--- src/rtl/draw_pkg.sv ---
// Shared state encoding and width helpers for the draw-phase sequencer.
// Latency: n/a (types and constant functions only).
// Backpressure: n/a.
package draw_pkg;

  localparam int STATE_W = 3;

  // Codes 3 and 4 are unused and steer back to PRE_DRAW.
  typedef enum logic [STATE_W-1:0] {
    PRE_DRAW = 3'd0,
    READ     = 3'd1,
    STAGE    = 3'd2,
    DONE     = 3'd5,
    IDLE     = 3'd6,
    ERROR    = 3'd7
  } state_t;

  // Bits needed to hold 0..value-1, never less than one.
  function automatic int clog2_min1(input int value);
    int w;
    w = 1;
    while ((1 << w) < value) w++;
    return w;
  endfunction

endpackage

--- src/rtl/draw_watchdog.sv ---
// Stall watchdog: counts consecutive enabled cycles, flags expiry on the TIMEOUT_CYCLES-th one.
// Latency: expired is combinational from the registered count; count updates 1 clk later.
// Backpressure: none; clear or a dropped count_en restarts the count from zero.
module draw_watchdog
  import draw_pkg::*;
#(
  parameter int TIMEOUT_CYCLES = 1024
) (
  input  logic clk,
  input  logic rst,
  input  logic clear,
  input  logic count_en,
  output logic expired
);

  localparam int              CW    = clog2_min1(TIMEOUT_CYCLES);
  localparam logic [CW-1:0]   LIMIT = CW'(TIMEOUT_CYCLES - 1);

  logic [CW-1:0] cnt;

  // Count dwell cycles; saturate at the limit so expiry stays asserted until the FSM reacts.
  always_ff @(posedge clk or posedge rst) begin
    if (rst) begin
      cnt <= '0;
    end else if (clear || !count_en) begin
      cnt <= '0;
    end else if (!expired) begin
      cnt <= cnt + 1'b1;
    end
  end

  assign expired = count_en && (cnt == LIMIT);

endmodule

--- src/rtl/draw_sequencer.sv ---
// Draw-phase controller: per command, read then NUM_STAGES ordered go/done stages; counts commands.
// Latency: 1 clk from input to state change; Moore outputs decoded from registered state/idx.
// Backpressure: each go is held until its done arrives; optional watchdog (DRAW_SEQ_TIMEOUT_EN) aborts stalls.
module draw_sequencer
  import draw_pkg::*;
#(
  parameter int NUM_STAGES     = 3,
  parameter int CNT_W          = 8,
  parameter int MAX_CMDS       = 0,
  parameter int TIMEOUT_CYCLES = 1024
) (
  input  logic                  clk,
  input  logic                  program_reset,
  input  logic                  start_process,
  output logic                  end_process,
  input  logic                  data_reset_done,
  output logic                  go_reset_data,
  output logic                  go_read_processor,
  input  logic                  finished_all,
  input  logic                  command_read,
  output logic [NUM_STAGES-1:0] go_stage,
  input  logic [NUM_STAGES-1:0] stage_done,
  output logic [CNT_W-1:0]      cmd_count,
  output logic                  busy,
  output logic                  timeout_err,
  output logic [STATE_W-1:0]    current_state
);

  localparam int                IDX_W     = clog2_min1(NUM_STAGES);
  localparam logic [IDX_W-1:0]  LAST_IDX  = IDX_W'(NUM_STAGES - 1);
  localparam logic [CNT_W-1:0]  CMD_LIMIT = CNT_W'(MAX_CMDS);

  state_t           state, state_nxt;
  logic [IDX_W-1:0] idx, idx_nxt;
  logic [CNT_W-1:0] cnt_nxt;
  logic             sel_done;
  logic             expired;

  // Pick out the done bit of the active stage; all other bits are ignored.
  always_comb begin
    sel_done = 1'b0;
    for (int k = 0; k < NUM_STAGES; k++) begin
      if (idx == IDX_W'(k)) sel_done = stage_done[k];
    end
  end

`ifdef DRAW_SEQ_TIMEOUT_EN
  logic wd_clear;

  // Any progress (state or stage index moving) restarts the stall count.
  assign wd_clear = (state_nxt != state) || (idx_nxt != idx);

  draw_watchdog #(
    .TIMEOUT_CYCLES(TIMEOUT_CYCLES)
  ) u_watchdog (
    .clk      (clk),
    .rst      (program_reset),
    .clear    (wd_clear),
    .count_en (busy),
    .expired  (expired)
  );

  assign timeout_err = (state == ERROR);
`else
  assign expired     = 1'b0;
  assign timeout_err = 1'b0;
`endif

  // Next state, stage index and command count; handshakes take priority over watchdog expiry.
  always_comb begin
    state_nxt = state;
    idx_nxt   = idx;
    cnt_nxt   = cmd_count;
    case (state)
      PRE_DRAW: if (data_reset_done && start_process) state_nxt = READ;
      READ: begin
        if (finished_all) begin
          state_nxt = DONE;
        end else if (command_read) begin
          state_nxt = STAGE;
          idx_nxt   = '0;
        end else if (expired) begin
          state_nxt = ERROR;
        end
      end
      STAGE: begin
        if (sel_done) begin
          if (idx != LAST_IDX) begin
            idx_nxt = idx + 1'b1;
          end else begin
            cnt_nxt = cmd_count + 1'b1;
            if (MAX_CMDS != 0 && cnt_nxt == CMD_LIMIT) state_nxt = DONE;
            else                                      state_nxt = READ;
          end
        end else if (expired) begin
          state_nxt = ERROR;
        end
      end
      DONE, ERROR: if (!start_process) state_nxt = IDLE;
      IDLE:        if (start_process)  state_nxt = PRE_DRAW;
      default:     state_nxt = PRE_DRAW;
    endcase
    // The count reads zero for the whole time we sit in PRE_DRAW.
    if (state_nxt == PRE_DRAW) cnt_nxt = '0;
  end

  // State, stage index and command counter registers.
  always_ff @(posedge clk or posedge program_reset) begin
    if (program_reset) begin
      state     <= PRE_DRAW;
      idx       <= '0;
      cmd_count <= '0;
    end else begin
      state     <= state_nxt;
      idx       <= idx_nxt;
      cmd_count <= cnt_nxt;
    end
  end

  // Moore output decode; go_stage is one-hot on the active stage.
  always_comb begin
    go_stage = '0;
    for (int k = 0; k < NUM_STAGES; k++) begin
      go_stage[k] = (state == STAGE) && (idx == IDX_W'(k));
    end
  end

  assign go_reset_data     = (state == PRE_DRAW);
  assign go_read_processor = (state == READ);
  assign end_process       = (state == DONE);
  assign busy              = (state == READ) || (state == STAGE);
  assign current_state     = state;

endmodule

--- config.mk ---
export PLATFORM = sky130hd
export DESIGN_NAME = draw_sequencer
export DESIGN_NICKNAME = d
export VERILOG_FILES = /design/src/rtl/draw_pkg.sv /design/src/rtl/draw_watchdog.sv /design/src/rtl/draw_sequencer.sv
export SDC_FILE = /design/constraint.sdc
export NUM_CORES = 1
export LEC_CHECK = 0
export CAP_MARGIN = 40
export CORE_MARGIN = 4
export CORE_UTILIZATION = 45
export DETAILED_ROUTE_END_ITERATION = 8
export PLACE_DENSITY = 0.78
export SYNTH_ARGS = -nofsm -noshare
export SYNTH_HDL_FRONTEND = slang
export SYNTH_SLANG_ARGS = --single-unit
--- constraint.sdc ---
create_clock -name clk -period 2.2 [get_ports clk]
set_input_delay 0.55 -clock clk [delete_from_list [all_inputs] [get_ports clk]]
set_output_delay 0.55 -clock clk [all_outputs]
set_load 0.05 [all_outputs]
==> results.py <==
metrics = {
    "die": {
        "die_area_mm2": 0.00273,
        "pin_count": 28,
        "core_area_mm2": 0.00178,
        "rows": 15,
        "die_w_um": 52.3,
        "initial_core_util_pct": 49.5,
        "die_h_um": 52.3,
    },
    "timing": {
        "finalHoldViolations": 0,
        "fin_crit_ns": 2.11,
        "fmax_mhz": 475,
        "rsz0062_at_grt": "no",
        "relSlewSlack_pct": 66.3,
        "fin_worst_skew_ns": 0.00401,
        "hold_slack_ns": 0.511,
        "setup_ws_ns": 0.0931,
        "finalSetupTns_ns": 0,
        "finalCritPeriodShare_pct": 95.8,
        "tightest_slew_ns": 0.503,
        "drv_slew": 0,
        "setup_viol": 0,
    },
    "global_route": {
        "grt_pass1_vias": 804,
        "grt_usage_pct": 17.9,
        "grt_pass1_wl_um": 3610,
        "antenna_found_initial": 0,
        "grt.overflow.total": 0,
        "grt_max_degree": 17,
    },
    "synthesis": {
        "synth_top_area_share_pct": 36.9,
        "ys_types": 34,
        "yosysWarnings": 0,
        "synth_area_um2": 882,
        "synth_ff_type": "dfrtp_1",
        "ys_ff_latch": 13,
        "synth_cells": 100,
        "ys_top_cells_by_area": "dfrtp_1 (37%), ha_1 (5.7%), a21oi_1 (5.1%)",
        "synth_area_leader_cell": "dfrtp_1",
        "syn_nets": 113,
        "synth_area_per_cell_um2": 8.82,
        "synth_edf_count": 0,
        "seq_area_frac_synth_pct": 36.9,
        "synthArstFlopShare_pct": 100,
    },
    "run": {
        "max_cap_viol_count": 0,
    },
    "worst_setup_path": {
        "cp.required_ns": 1.65,
        "critPathMaxFanout": 10,
        "path_class": "reg2out",
        "cp-start-kind": "flop",
        "cp-end-kind": "output port",
        "crit_arrival_ns": 1.56,
    },
    "finish": {
        "synthToLayoutAreaGrowth_pct": 40.4,
        "final-seq-area_um2": 327,
        "drive_above_1_share_pct": 21.4,
        "finalInstanceArea_mm2": 0.00124,
        "multi_input_area_um2": 499,
        "nNetsFinal": 140,
        "fillers": 143,
        "layout_common_cells": "clkdlybuf4s50_1 (16), dfrtp_1 (12), a21oi_1 (8), inv_1 (8)",
        "mostFrequentLayoutCell": "clkdlybuf4s50_1",
        "n_antenna_cell": 0,
    },
    "detailed_routing": {
        "wl_per_cell_um": 14.0,
        "vias": 856,
        "vias_per_cell": 5.67,
        "first_pass_iters": 4,
        "drtIter0Drc": 9,
        "ant_nets": 0,
        "finalWirelength_um": 2120,
        "drcViolationCount": 0,
    },
    "clock_network": {
        "cts_tree": "built",
        "cts_root_buffer": "clkbuf_4",
        "cts-htree-levels": 1,
        "clkTransAtPathRegs_ns": 0.08,
        "cts_buffer_depth": 2,
        "cts_made_buffers": 3,
        "clk-insertion-delay-late_ns": 0.28,
        "cts_sinks": 13,
    },
    "place": {
        "dpl.hpwl_um": 1660,
        "place_area_mm2": 0.00121,
        "gp_congestion": 0.790,
        "portBuffers": 26,
        "dp_slack_ns": 0.128,
    },
    "power": {
        "p_total_mw": 1.43,
        "power_density_mw_per_mm2": 1160,
        "ir_drop_mv": 1.00,
        "p_leak_nw": 0.523,
    },
    "run_status": {
        "status": "complete, no violations",
    },
    "min_path": {
        "hp-class": "reg2reg",
    },
}
## final timing paths
path,cells after the start,slack [ns],from,endpoint
worst min register to register,1,0.51,idx[0],idx[0]
max in group asynchronous,2,1.27,program_reset,current_state[2]
worst max-delay path,3,0.09,current_state[2],go_read_processor
min in group asynchronous,2,0.58,program_reset,current_state[1]
worst min-delay path,1,0.51,idx[0],idx[0]
worst max register to register,3,0.32,current_state[2],cmd_count[5]
## synth_stat cells, types with 3 or more instances
| cell type | n |
|---|---|
| nor2_1 | 3 |
| or4_1 | 4 |
| inv_1 | 8 |
| nand2_1 | 5 |
| nand2b_1 | 3 |
| a21oi_1 | 9 |
| dfrtp_1 | 13 |
| o31ai_1 | 4 |
| nand3_1 | 6 |
| ha_1 | 4 |
| nand3b_1 | 3 |
| mux2i_1 | 3 |
| o21ai_0 | 6 |
| and2_1 | 4 |
## critical path, stage by stage, from the launching register on
cell     delay (ns)
dfrtp_2        0.48
or3b_2         0.51
inv_1          0.14
buf_12         0.15
## per-stage QoR
| stage | cells | utilization, % |
|---|---|---|
| final | 151 | 69.5 |
| after floorplan | 100 | - |
| after global routing | 151 | 69.5 |
| after global placement | 147 | 67.6 |
| after detailed placement | 147 | 67.6 |
| after CTS | 151 | 69.1 |
## routing by layer
layer  up-vias  share of wire, %  track usage (%)
met1       407                40             19.2
met3         6               6.4             6.27
met4         0               2.8             8.51
met2        27                51             31.2
met5         -                 0                0
li1        416                 -                -
## cell type report
class,count,share of cell area [%]
timing repair buffer,28,26.3
multi-input combinational,73,40.3
tap,25,2.53
inverter,8,2.42
clock buffer,4,2.12
sequential,13,26.4
## logic make-up after synthesis
group / count (synthesis) / share of synthesized area [%]
multiplexers: 3 / 3.40
flip-flops: 13 / 36.9
buffers and inverters: 14 / 8.23
other: 1 / 0.425
AO/OA/AOI/OAI: 26 / 18.6
adder cells (fa/ha/maj): 4 / 5.67
AND/OR/NAND/NOR: 39 / 26.8
## flip-flops by register name, summed over array words and instances (netlist names)
register       cells
cmd_count          8
current_state      3
idx                2
## repair_timing
action / in CTS / in global routing
buffers inserted: 0 / 0
hold buffers: 0 / 0
gates resized for setup: 0 / 2
setup endpoints to repair: 0 / 4
## power by group
part	total [mW]	leakage, nW	switching, mW	internal [mW]
Combinational	0.939	0.334	0.567	0.372
Sequential	0.343	0.174	0.0619	0.282
Clock	0.151	0.0150	0.0805	0.0704
Total	1.43	0.523	0.709	0.724
Note: power is estimated with default switching activity, not from simulation.
